$ cat src/rtl/sw_select_reader.sv
// Slide-switch / confirm-button front end: synchronises and debounces SW and KEY,
// decodes the stable switch pattern into value/error/none and issues confirm pulses.
module sw_select_reader #(
    parameter int DEBOUNCE_CYCLES = 500000
) (
    input  logic       clk,
    input  logic       rst_n,
    input  logic [9:0] SW,
    input  logic       KEY,
    output logic [7:0] value,
    output logic       error,
    output logic       none,
    output logic       sel_valid,
    output logic       sel_reject,
    output logic [7:0] sel_value
);

    localparam int CNT_W = $clog2(DEBOUNCE_CYCLES);
    localparam logic [CNT_W-1:0] CNT_MAX = CNT_W'(DEBOUNCE_CYCLES - 1);

    typedef enum logic {
        IDLE = 1'b0,
        HELD = 1'b1
    } state_t;

    // Two-flop synchronisers
    logic [9:0]       sw_s1_q, sw_s2_q;
    logic             key_s1_q, key_s2_q;

    // Switch debounce
    logic [9:0]       sw_cand_q, sw_cand_d;
    logic [CNT_W-1:0] sw_cnt_q, sw_cnt_d;
    logic [9:0]       sw_stable_q, sw_stable_d;

    // Key debounce
    logic             key_cand_q, key_cand_d;
    logic [CNT_W-1:0] key_cnt_q, key_cnt_d;
    logic             key_stable_q, key_stable_d;
    logic             key_prev_q, key_prev_d;

    // Decode registers
    logic [7:0]       value_q, value_d;
    logic             error_q, error_d;
    logic             none_q, none_d;

    // Confirm FSM
    state_t           state_q, state_d;
    logic             sel_valid_q, sel_valid_d;
    logic             sel_reject_q, sel_reject_d;
    logic [7:0]       sel_value_q, sel_value_d;
    logic             key_fall;

    always_comb begin
        sw_cand_d   = sw_cand_q;
        sw_cnt_d    = sw_cnt_q;
        sw_stable_d = sw_stable_q;
        // Any bit differing from the candidate restarts the whole window.
        if (sw_s2_q != sw_cand_q) begin
            sw_cand_d = sw_s2_q;
            sw_cnt_d  = '0;
        end else if (sw_cnt_q == CNT_MAX) begin
            sw_stable_d = sw_cand_q;
        end else begin
            sw_cnt_d = sw_cnt_q + 1'b1;
        end
    end

    always_comb begin
        key_cand_d   = key_cand_q;
        key_cnt_d    = key_cnt_q;
        key_stable_d = key_stable_q;
        key_prev_d   = key_stable_q;
        if (key_s2_q != key_cand_q) begin
            key_cand_d = key_s2_q;
            key_cnt_d  = '0;
        end else if (key_cnt_q == CNT_MAX) begin
            key_stable_d = key_cand_q;
        end else begin
            key_cnt_d = key_cnt_q + 1'b1;
        end
    end

    logic [3:0] pop;
    logic [2:0] idx;

    always_comb begin
        pop = 4'd0;
        idx = 3'd0;
        for (int i = 0; i < 8; i++) begin
            pop = pop + {3'b000, sw_stable_q[i]};
            if (sw_stable_q[i]) idx = 3'(i);
        end
        none_d  = (sw_stable_q == 10'd0);
        error_d = !none_d && ((sw_stable_q[9:8] != 2'b00) || (pop > 4'd1));
        value_d = (!none_d && !error_d) ? {5'b00000, idx} : 8'd0;
    end

    assign key_fall = key_prev_q && !key_stable_q;

    // Decisions use the already-registered decode, so a switch commit landing
    // on the same edge as a press is judged against the old selection.
    always_comb begin
        state_d      = state_q;
        sel_valid_d  = 1'b0;
        sel_reject_d = 1'b0;
        sel_value_d  = sel_value_q;
        case (state_q)
            IDLE: begin
                if (key_fall) begin
                    if (!error_q && !none_q) begin
                        sel_valid_d = 1'b1;
                        sel_value_d = value_q;
                    end else begin
                        sel_reject_d = 1'b1;
                    end
                    state_d = HELD;
                end
            end
            HELD: begin
                if (key_stable_q) state_d = IDLE;
            end
            default: state_d = IDLE;
        endcase
    end

    always_ff @(posedge clk or negedge rst_n) begin
        if (!rst_n) begin
            sw_s1_q      <= '0;
            sw_s2_q      <= '0;
            key_s1_q     <= 1'b1;
            key_s2_q     <= 1'b1;
            sw_cand_q    <= '0;
            sw_cnt_q     <= '0;
            sw_stable_q  <= '0;
            key_cand_q   <= 1'b1;
            key_cnt_q    <= '0;
            key_stable_q <= 1'b1;
            key_prev_q   <= 1'b1;
            value_q      <= 8'd0;
            error_q      <= 1'b0;
            none_q       <= 1'b1;
            state_q      <= IDLE;
            sel_valid_q  <= 1'b0;
            sel_reject_q <= 1'b0;
            sel_value_q  <= 8'd0;
        end else begin
            sw_s1_q      <= SW;
            sw_s2_q      <= sw_s1_q;
            key_s1_q     <= KEY;
            key_s2_q     <= key_s1_q;
            sw_cand_q    <= sw_cand_d;
            sw_cnt_q     <= sw_cnt_d;
            sw_stable_q  <= sw_stable_d;
            key_cand_q   <= key_cand_d;
            key_cnt_q    <= key_cnt_d;
            key_stable_q <= key_stable_d;
            key_prev_q   <= key_prev_d;
            value_q      <= value_d;
            error_q      <= error_d;
            none_q       <= none_d;
            state_q      <= state_d;
            sel_valid_q  <= sel_valid_d;
            sel_reject_q <= sel_reject_d;
            sel_value_q  <= sel_value_d;
        end
    end

    assign value      = value_q;
    assign error      = error_q;
    assign none       = none_q;
    assign sel_valid  = sel_valid_q;
    assign sel_reject = sel_reject_q;
    assign sel_value  = sel_value_q;

endmodule

$ cat config.mk
export PLATFORM = sky130hd
export DESIGN_NAME = sw_select_reader
export DESIGN_NICKNAME = d
export VERILOG_FILES = /design/src/rtl/sw_select_reader.sv
export SDC_FILE = /design/constraint.sdc
export NUM_CORES = 1
export LEC_CHECK = 0
export ABC_CLOCK_PERIOD_IN_PS = 4200
export CAP_MARGIN = 40
export CORE_MARGIN = 5
export CORE_UTILIZATION = 35
export CTS_CLUSTER_SIZE = 30
export DETAILED_ROUTE_END_ITERATION = 10
export SLEW_MARGIN = 20
export SYNTH_ARGS = -nofsm -noshare
export SYNTH_HDL_FRONTEND = slang
export SYNTH_SLANG_ARGS = --single-unit
$ cat constraint.sdc
create_clock -name clk -period 4.2 [get_ports clk]
set_clock_uncertainty 0.1 [all_clocks]
set_input_delay 0.84 -clock clk [delete_from_list [all_inputs] [get_ports clk]]
set_output_delay 0.84 -clock clk [all_outputs]
set_load 0.1 [all_outputs]
# Yosys cells after proc, flatten, opt, wreduce, memory -nomap -nowiden
# Index checks and enable logic that the tools add are counted.
[classes]
add_sub_neg = 9
order_cmp = 1
n_eq_ne = 6
mux = 21
bitwise_logic = 3
n_reduce_logical = 15
[ops]
columns = ["operator", "count"]
rows = [
  ["$mux 19", 4],
  ["$add 19x1->19 const B", 2],
  ["$eq 19x19->1 const B", 2],
  ["$mux 3", 7],
  ["$add 4x1->4", 4],
  ["$logic_not 10->1", 1],
  ["$ne 10x10->1", 1],
  ["$mux 1", 9],
  ["$logic_not 1->1", 5],
  ["$add 3x1->4", 1],
  ["$gt 4x1->1 const B", 1],
  ["$logic_and 1x1->1", 4],
  ["$ne 2x2->1 const B", 2],
  ["$reduce_and 2->1", 2],
  ["$add 2x1->3", 1],
  ["$not 1->1", 3],
  ["$reduce_and 3->1", 1],
  ["$add 1x1->2", 1],
  ["$pmux 1 s2", 1],
  ["$reduce_bool 2->1", 1],
  ["$logic_or 1x1->1", 1],
  ["$ne 1x1->1", 1],
]
[word_totals]
register_bits = 94
inputBits = 13
output_inout_bits = 20
elab_cells = 73

# Longest topological paths before layout
# Gate-level depths: netlist (run 1).
[logic_depth]
ltp_word = 13
mapped_depth = 12
depth_no_buf = 12

# Worst setup path after synthesis (run 1)
# No wires, ideal clock.
[synth_path]
path_kind = "register -> register"
startpoint = "reg sw_stable_q[0]"
endpoint = "reg value_q[1] (netlist: value[1])"
setup_ns = 0.126
arrival_time_ns = 2.948
t_required_ns = 3.974
slack_ns = 1.026
stages_incl_launch_ff = 13
n_path_buf = 0
synth_period_minus_slack_ns = 3.174
path_cell_list = "dfrtp_1 > fa_1 > inv_1 > fa_1 > fa_1 > inv_1 > ha_1 > inv_1 > fa_1 > nor2b_1 > a31oi_1 > nor2_1 > o311a_1"
[synth_via]
elab_chain_cells = 13
elab_cells_between_ends = 15
[synth_rtl]
columns = ["element", "line_no", "source"]
rows = [
  ["from (decl)", "33", "logic [9:0] sw_stable_q, sw_stable_d;"],
  ["from (signal assigned)", "153", "sw_stable_q <= sw_stable_d;"],
  ["$add 1x1->2", "90", "pop = pop + {3'b000, sw_stable_q[i]};"],
  ["$add 2x1->3", "90", ""],
  ["$add 3x1->4", "90", ""],
  ["$add 4x1->4 (4 in a row)", "90", ""],
  ["$gt 4x1->1", "94", "error_d = !none_d && ((sw_stable_q[9:8] != 2'b00) || (pop > 4'd1));"],
  ["$logic_or 1x1->1", "94", ""],
  ["$logic_and 1x1->1", "94", ""],
  ["$logic_not 1->1", "95", "value_d = (!none_d && !error_d) ? {5'b00000, idx} : 8'd0;"],
  ["$logic_and 1x1->1 *", "95", ""],
  ["$mux 3 *", "95", ""],
  ["via value_d[1]", "42", "logic [7:0] value_q, value_d;"],
  ["to (signal assigned)", "158", "value_q <= value_d;"],
  ["to (decl)", "42", ""],
]
# Mark *: on every way through the listed nets, which the timed path passes. The rest lies on a longest branch.
# A chain may end at the register's enable or synchronous reset.

# Worst setup path after layout (run 1)
# Same ends and word-level chain as after synthesis.

==> flow_summary.toml, run 1 <==
[grt]
grt_max_degree = 47
grt_pass1_vias = 2724
grt_pass1_wl_um = 12950
grtUsageTotal_pct = 11.16
grt.overflow.total = 0
antenna_found_initial = 0

[clocking]
clkTransAtPathRegs_ns = 0.07
hold_buffers = 0
cts_resized = 0
clockBufferDepth = 2
htree_levels = 3
cts_tree = "built"
clk_latency_ns = 0.34
cts_sinks = 94
postCtsSetupRepairBufs = 0
cts_buffers = 9
cts_root_buf = "clkbuf_16"

[floorplan]
start_util_pct = 35.40
die-width_um = 119.5
die_y_um = 119.5
design.die.area_mm2 = 0.01429
fp.coreArea_mm2 = 0.01186
rows = 40
io_pins = 33

[synthesis]
synth.distinct_cells = 44
syn_inst = 379
seq_area_frac_synth_pct = 56.20
netlist.area_leader.share_pct = 52.44
synth_edf_count = 0
yosys-top-cells-area = "dfrtp_1, xor2_1, dfstp_2"
synth_warnings = 0
async_reset_ff_share_pct = 100.0
ys_ff_latch = 94
synth_top_cell_by_area = "dfrtp_1"
syn_avg_cell_area_um2 = 11.08
syn_area_mm2 = 0.004199
ys.flop_type = "dfrtp_1"

[critical_path]
start_kind = "flop"
cp_data_required_time_ns = 4.32
crit_path_start = "sw_stable_q[0]"
cp.arrival_ns = 3.50
cp-end-kind = "flop"
worstReg2RegEnd = "value[1]"
crit_type = "flop to flop"
critical_path.max_fanout = 3
worstSetupEndpoint = "value[1]"
ff2ff_path_depth = 12
regToRegSetupSlack_ns = 0.83
rr_startpoint = "sw_stable_q[0]"

[timing]
setup_tns_ns = 0
fmax_mhz = 296.6
min_period_ns = 3.371
hold_viol_final = 0
worst_slack_ns = 0.8289
setup_viol = 0
slew_headroom_pct = 51.56
rsz0062_at_grt = "no"
finalCritPeriodShare_pct = 80.26
finalMaxSlewViolations = 0
hold_ws_ns = 0.2488
tightest_slew_ns = 0.7200

[flow_run]
maxCapViolCount = 0

[detailed_routing]
via_per_inst = 4.987
wire_per_inst_um = 13.43
first_iter_violations = 98
dr.pass1.iters = 4
drc_errors = 0
vias = 2773
ant_nets = 0
drt_wl_total_um = 7468

[cells_and_area]
final_cell_mix = "dfrtp_1, nor2_1, clkdlybuf4s50_1"
fin_nets = 427
syn_to_final_growth_pct = 17.52
final_common_cell = "dfrtp_1"
layout-drive-gt1-share_pct = 13.69
n_fill_cell = 1117
diodes = 0

[place]
hpwlAfterDp_um = 5337
io_buffer_count = 22
post-place-ws_ns = 0.8351
gp_congestion = 0.8070

[hold_path]
hold_start = "sw_s1_q[4]"
hp-class = "flop to flop"

[outcome]
status = "finished clean"

[pwr]
power_density_mw_per_mm2 = 366.7
max-vdd-ir-drop_mv = 0.1879
leakage_nw = 2.107
cell usage after synthesis (3+ instances only):
cell type	number
a31oi_1	3
xnor2_1	9
nand3_1	17
clkbuf_1	20
and3_1	3
fa_1	4
buf_4	10
ha_1	6
dfrtp_1	88
inv_1	18
nor2_1	32
nor4_1	7
nor4b_1	3
a21oi_1	20
nand2_1	15
xor2_1	20
dfstp_2	6
o21ai_0	12
nand4_1	16
nor3_1	15
mux2_2	13
or3_1	8
and4_1	7
per-layer routing:
metal	wire length, µm	global-route usage [%]	up-vias
met5	0	0	-
met4	145	4.366	0
met3	219	2.828	14
met2	3509	17.69	40
met1	3594	14.72	1361
li1	-	-	1358
final cells by class:
type / count / area, µm² / share of cell area [%]
inverter: 18 / 67.56 / 1.369
sequential: 94 / 2360 / 47.82
timing repair buffer: 35 / 390.4 / 7.911
clock inverter: 6 / 48.80 / 0.9888
clock buffer: 10 / 229.0 / 4.640
tap: 147 / 183.9 / 3.727
multi-input combinational: 246 / 1655 / 33.54
metrics by stage:
step / utilization, % / power (mW) / instances / area, µm²
4_1_cts: 41.60 / 1.833 / 556 / 4935
5_1_grt: 41.60 / 1.872 / 556 / 4935
3_3_place_gp: 38.00 / 1.056 / 530 / 4507
3_5_place_dp: 39.26 / 1.059 / 540 / 4657
6_report: 41.60 / 1.810 / 556 / 4935
2_1_floorplan: - / 1.028 / 388 / 4233
critical path, stage by stage (launching register included):
cell	delay, ns
dfrtp_1	0.41
fa_1	0.54
inv_1	0.05
fa_1	0.50
fa_1	0.42
inv_1	0.07
ha_1	0.15
inv_1	0.05
fa_1	0.38
nor2b_1	0.15
a31oi_1	0.19
nor2_1	0.11
o311a_1	0.14
cells by family (layout without fill, tap and decap cells):
family	after synthesis	after routing	synth area share, %
and+or+nand+nor	136	136	18.36
DFF	94	94	56.20
buffers and inverters	48	69	5.185
AOI/OAI and AO/OA	47	47	6.704
xor gates and xnor gates	29	29	6.049
muxes	14	14	3.725
adders and majority gates	10	10	3.695
other	1	10	0.08931
where the power goes:
| part | switching, mW | internal (mW) |
|---|---|---|
| Clock | 0.359 | 0.411 |
| Combinational | 0.0736 | 0.0230 |
| Sequential | 0.0154 | 0.927 |
| Total | 0.448 | 1.36 |
how the worst min path moves through the flow:
stage | to | slack, ns | cells after the start
2_1_floorplan | sw_s2_q[0] | 0.23 | 0
3_3_place_gp | sw_s2_q[3] | 0.23 | 0
3_5_place_dp | sw_s2_q[1] | 0.23 | 0
4_1_cts | sw_s2_q[7] | 0.25 | 0
5_1_grt | sw_s2_q[1] | 0.25 | 0
6_report | sw_s2_q[4] | 0.25 | 0
sequential cells by signal, summed over array words and instances (netlist names):
signal       count
key_prev_q       1
sel_value        3
error            1
sw_cand_q       10
sel_valid        1
sw_s2_q         10
sw_s1_q         10
sel_reject       1
key_cand_q       1
none             1
state_q          1
key_prev_d       1
key_cnt_q       19
sw_cnt_q        19
sw_stable_q     10
key_s2_q         1
value            3
key_s1_q         1
No activity file was read; power rests on OpenSTA's default activity.
==> inputs of run 2 (changes only) <==
Settings changed: ABC_CLOCK_PERIOD_IN_PS 4200 to 2900.
Clock period 4.2 ns to 2.9 ns, I/O delays scaled along.
==> run 2 against run 1 <==
Net effect: critical path type unchanged; hold slack got worse by 0.089 ns; clock power rose by 45%; critical path depth did not move; the flow now finishes with violations (negative setup slack); total power rose by 45%; global-route usage barely moved; die area did not move; final area fell by 1.3%; combinational power rose by 45%; first-iteration DRC count rose by 51%; sequential cell count did not move; largest power group unchanged.
==> flow_summary.toml, run 2 (synthesized netlist as in run 1, its figures left out) <==
[critical_path]
critical_path.max_fanout = 3
slowest_delay_ns = 0.56
cp.arrival_ns = 3.39
cp_data_required_time_ns = 3.02
rr_startpoint = "sw_stable_q[0]"
crit_type = "flop to flop"
regToRegSetupSlack_ns = -0.37
critical_path.cell_chain = "fa_1 -> inv_2 -> fa_1 -> fa_1 -> inv_2 -> ha_4 -> inv_2 -> fa_2 -> nor2b_4 -> a31oi_4 -> nor2_4 -> o311a_1"
cp-end-kind = "flop"
worstReg2RegEnd = "value[1]"
worstSetupEndpoint = "value[1]"
ff2ff_path_depth = 12
start_kind = "flop"
crit_path_start = "sw_stable_q[0]"
cp_slowest_cell = "fa_1"

[outcome]
failed_checks = "negative setup slack"
status = "finished, violations left"

[cells_and_area]
diodes = 0
syn_to_final_growth_pct = 15.94
top_regs = "key_cnt_q (19), sw_cnt_q (19)"
seq_area_mm2 = 0.002360
fin_nets = 421
layout-drive-gt1-share_pct = 17.62
final_cell_mix = "dfrtp_1, nor2_1, a21oi_1, xor2_1"
final_common_cell = "dfrtp_1"
n_fill_cell = 1124
multi_input_area_mm2 = 0.001705

[grt]
grt_max_degree = 50
antenna_found_initial = 0
grtUsageTotal_pct = 11.19
grt_pass1_wl_um = 13030
grt.overflow.total = 0
grt_pass1_vias = 2708

[flow_run]
maxCapViolCount = 0

[place]
io_buffer_count = 22
hpwlAfterDp_um = 5179
gp_congestion = 0.7962
post-place-ws_ns = -0.3907

[clocking]
clk_latency_ns = 0.34
clkTransAtPathRegs_ns = 0.07
cts_buffers = 9
cts_tree = "built"
postCtsSetupRepairBufs = 0
htree_levels = 3
hold_buffers = 0
clockBufferDepth = 2
cts_sinks = 94
cts_root_buf = "clkbuf_16"

[floorplan]
io_pins = 33
start_util_pct = 35.40
rows = 40
die_y_um = 119.5
design.die.area_mm2 = 0.01429
fp.coreArea_mm2 = 0.01186
die-width_um = 119.5

[timing]
slew_headroom_pct = 51.65
finalCritPeriodShare_pct = 112.8
hold_viol_final = 0
worst_slack_ns = -0.3701
setup_tns_ns = -1.309
setup_viol = 4
rsz0062_at_grt = "yes"
tightest_slew_ns = 0.7227
finalMaxSlewViolations = 0
fmax_mhz = 305.8
min_period_ns = 3.270

[detailed_routing]
dr.pass1.iters = 4
via_per_inst = 5.067
vias = 2787
wire_per_inst_um = 13.37
drc_errors = 0
drt_wl_total_um = 7355
ant_nets = 0
first_iter_violations = 148

[hold_path]
hp-class = "input pin to async pin"

[pwr]
power_density_mw_per_mm2 = 539.9
max-vdd-ir-drop_mv = 0.6063
leakage_nw = 2.088
[run 2: per-layer routing]
| metal | GRT usage [%] | vias up | routed length (µm) |
|---|---|---|---|
| met5 | 0 | - | 0 |
| met4 | 4.366 | 0 | 144 |
| met3 | 3.252 | 12 | 310 |
| met2 | 17.37 | 53 | 3515 |
| met1 | 14.81 | 1376 | 3384 |
| li1 | - | 1346 | - |
[run 2: worst min-delay path by stage]
| stage | end | depth (start not counted) | slack (ns) |
|---|---|---|---|
| after global placement | sw_s2_q[3] | 0 | 0.23 |
| after floorplan | error | 0 | 0.18 |
| final | sw_cnt_q[1] | 1 | 0.16 |
| after detailed placement | sw_s2_q[4] | 0 | 0.23 |
| after CTS | sw_cnt_q[3] | 1 | 0.18 |
| after global routing | sw_cnt_q[2] | 1 | 0.21 |
[run 2: what timing repair did]
item,in CTS,in global routing
setup endpoints to repair,4,4
resized for setup,0,9
gates cloned,0,0
pin swaps,0,2
[run 2: where the power goes]
group          internal (mW)  total (mW)  switching, mW
registers               1.34        1.36         0.0222
clock network          0.600        1.12          0.523
logic                 0.0338       0.140          0.107
total                   1.98        2.63          0.652
[run 2: through the flow]
stage / power [mW] / area (µm²) / cells / utilization, % / hold WS [ns]
finish: 2.628 / 4868 / 550 / 41.04 / 0.1596
global route: 2.740 / 4868 / 550 / 41.04 / 0.2117
CTS: 2.675 / 4828 / 550 / 40.71 / 0.1808
detailed placement: 1.534 / 4534 / 534 / 38.23 / 0.2347
global placement: 1.530 / 4534 / 534 / 38.23 / 0.2334
floorplan: 1.488 / 4243 / 388 / - / 0.1844
[run 2: critical path, delay by kind of cell (launching register included)]
kind / cells / cell delay (ns)
AO/OA/AOI/OAI: 2 / 0.30
flip-flops: 1 / 0.40
buffers and inverters: 3 / 0.16
AND/OR/NAND/NOR: 2 / 0.20
adder cells (fa/ha/maj): 5 / 1.99
[run 2: area by class of cell]
class,instances,area share (%)
Clock buffer,9,4.626
Clock inverter,7,1.414
Inverter,18,1.388
Multi-Input combinational cell,246,35.03
Sequential cell,94,48.47
Tap cell,147,3.778
Timing Repair Buffer,29,5.294
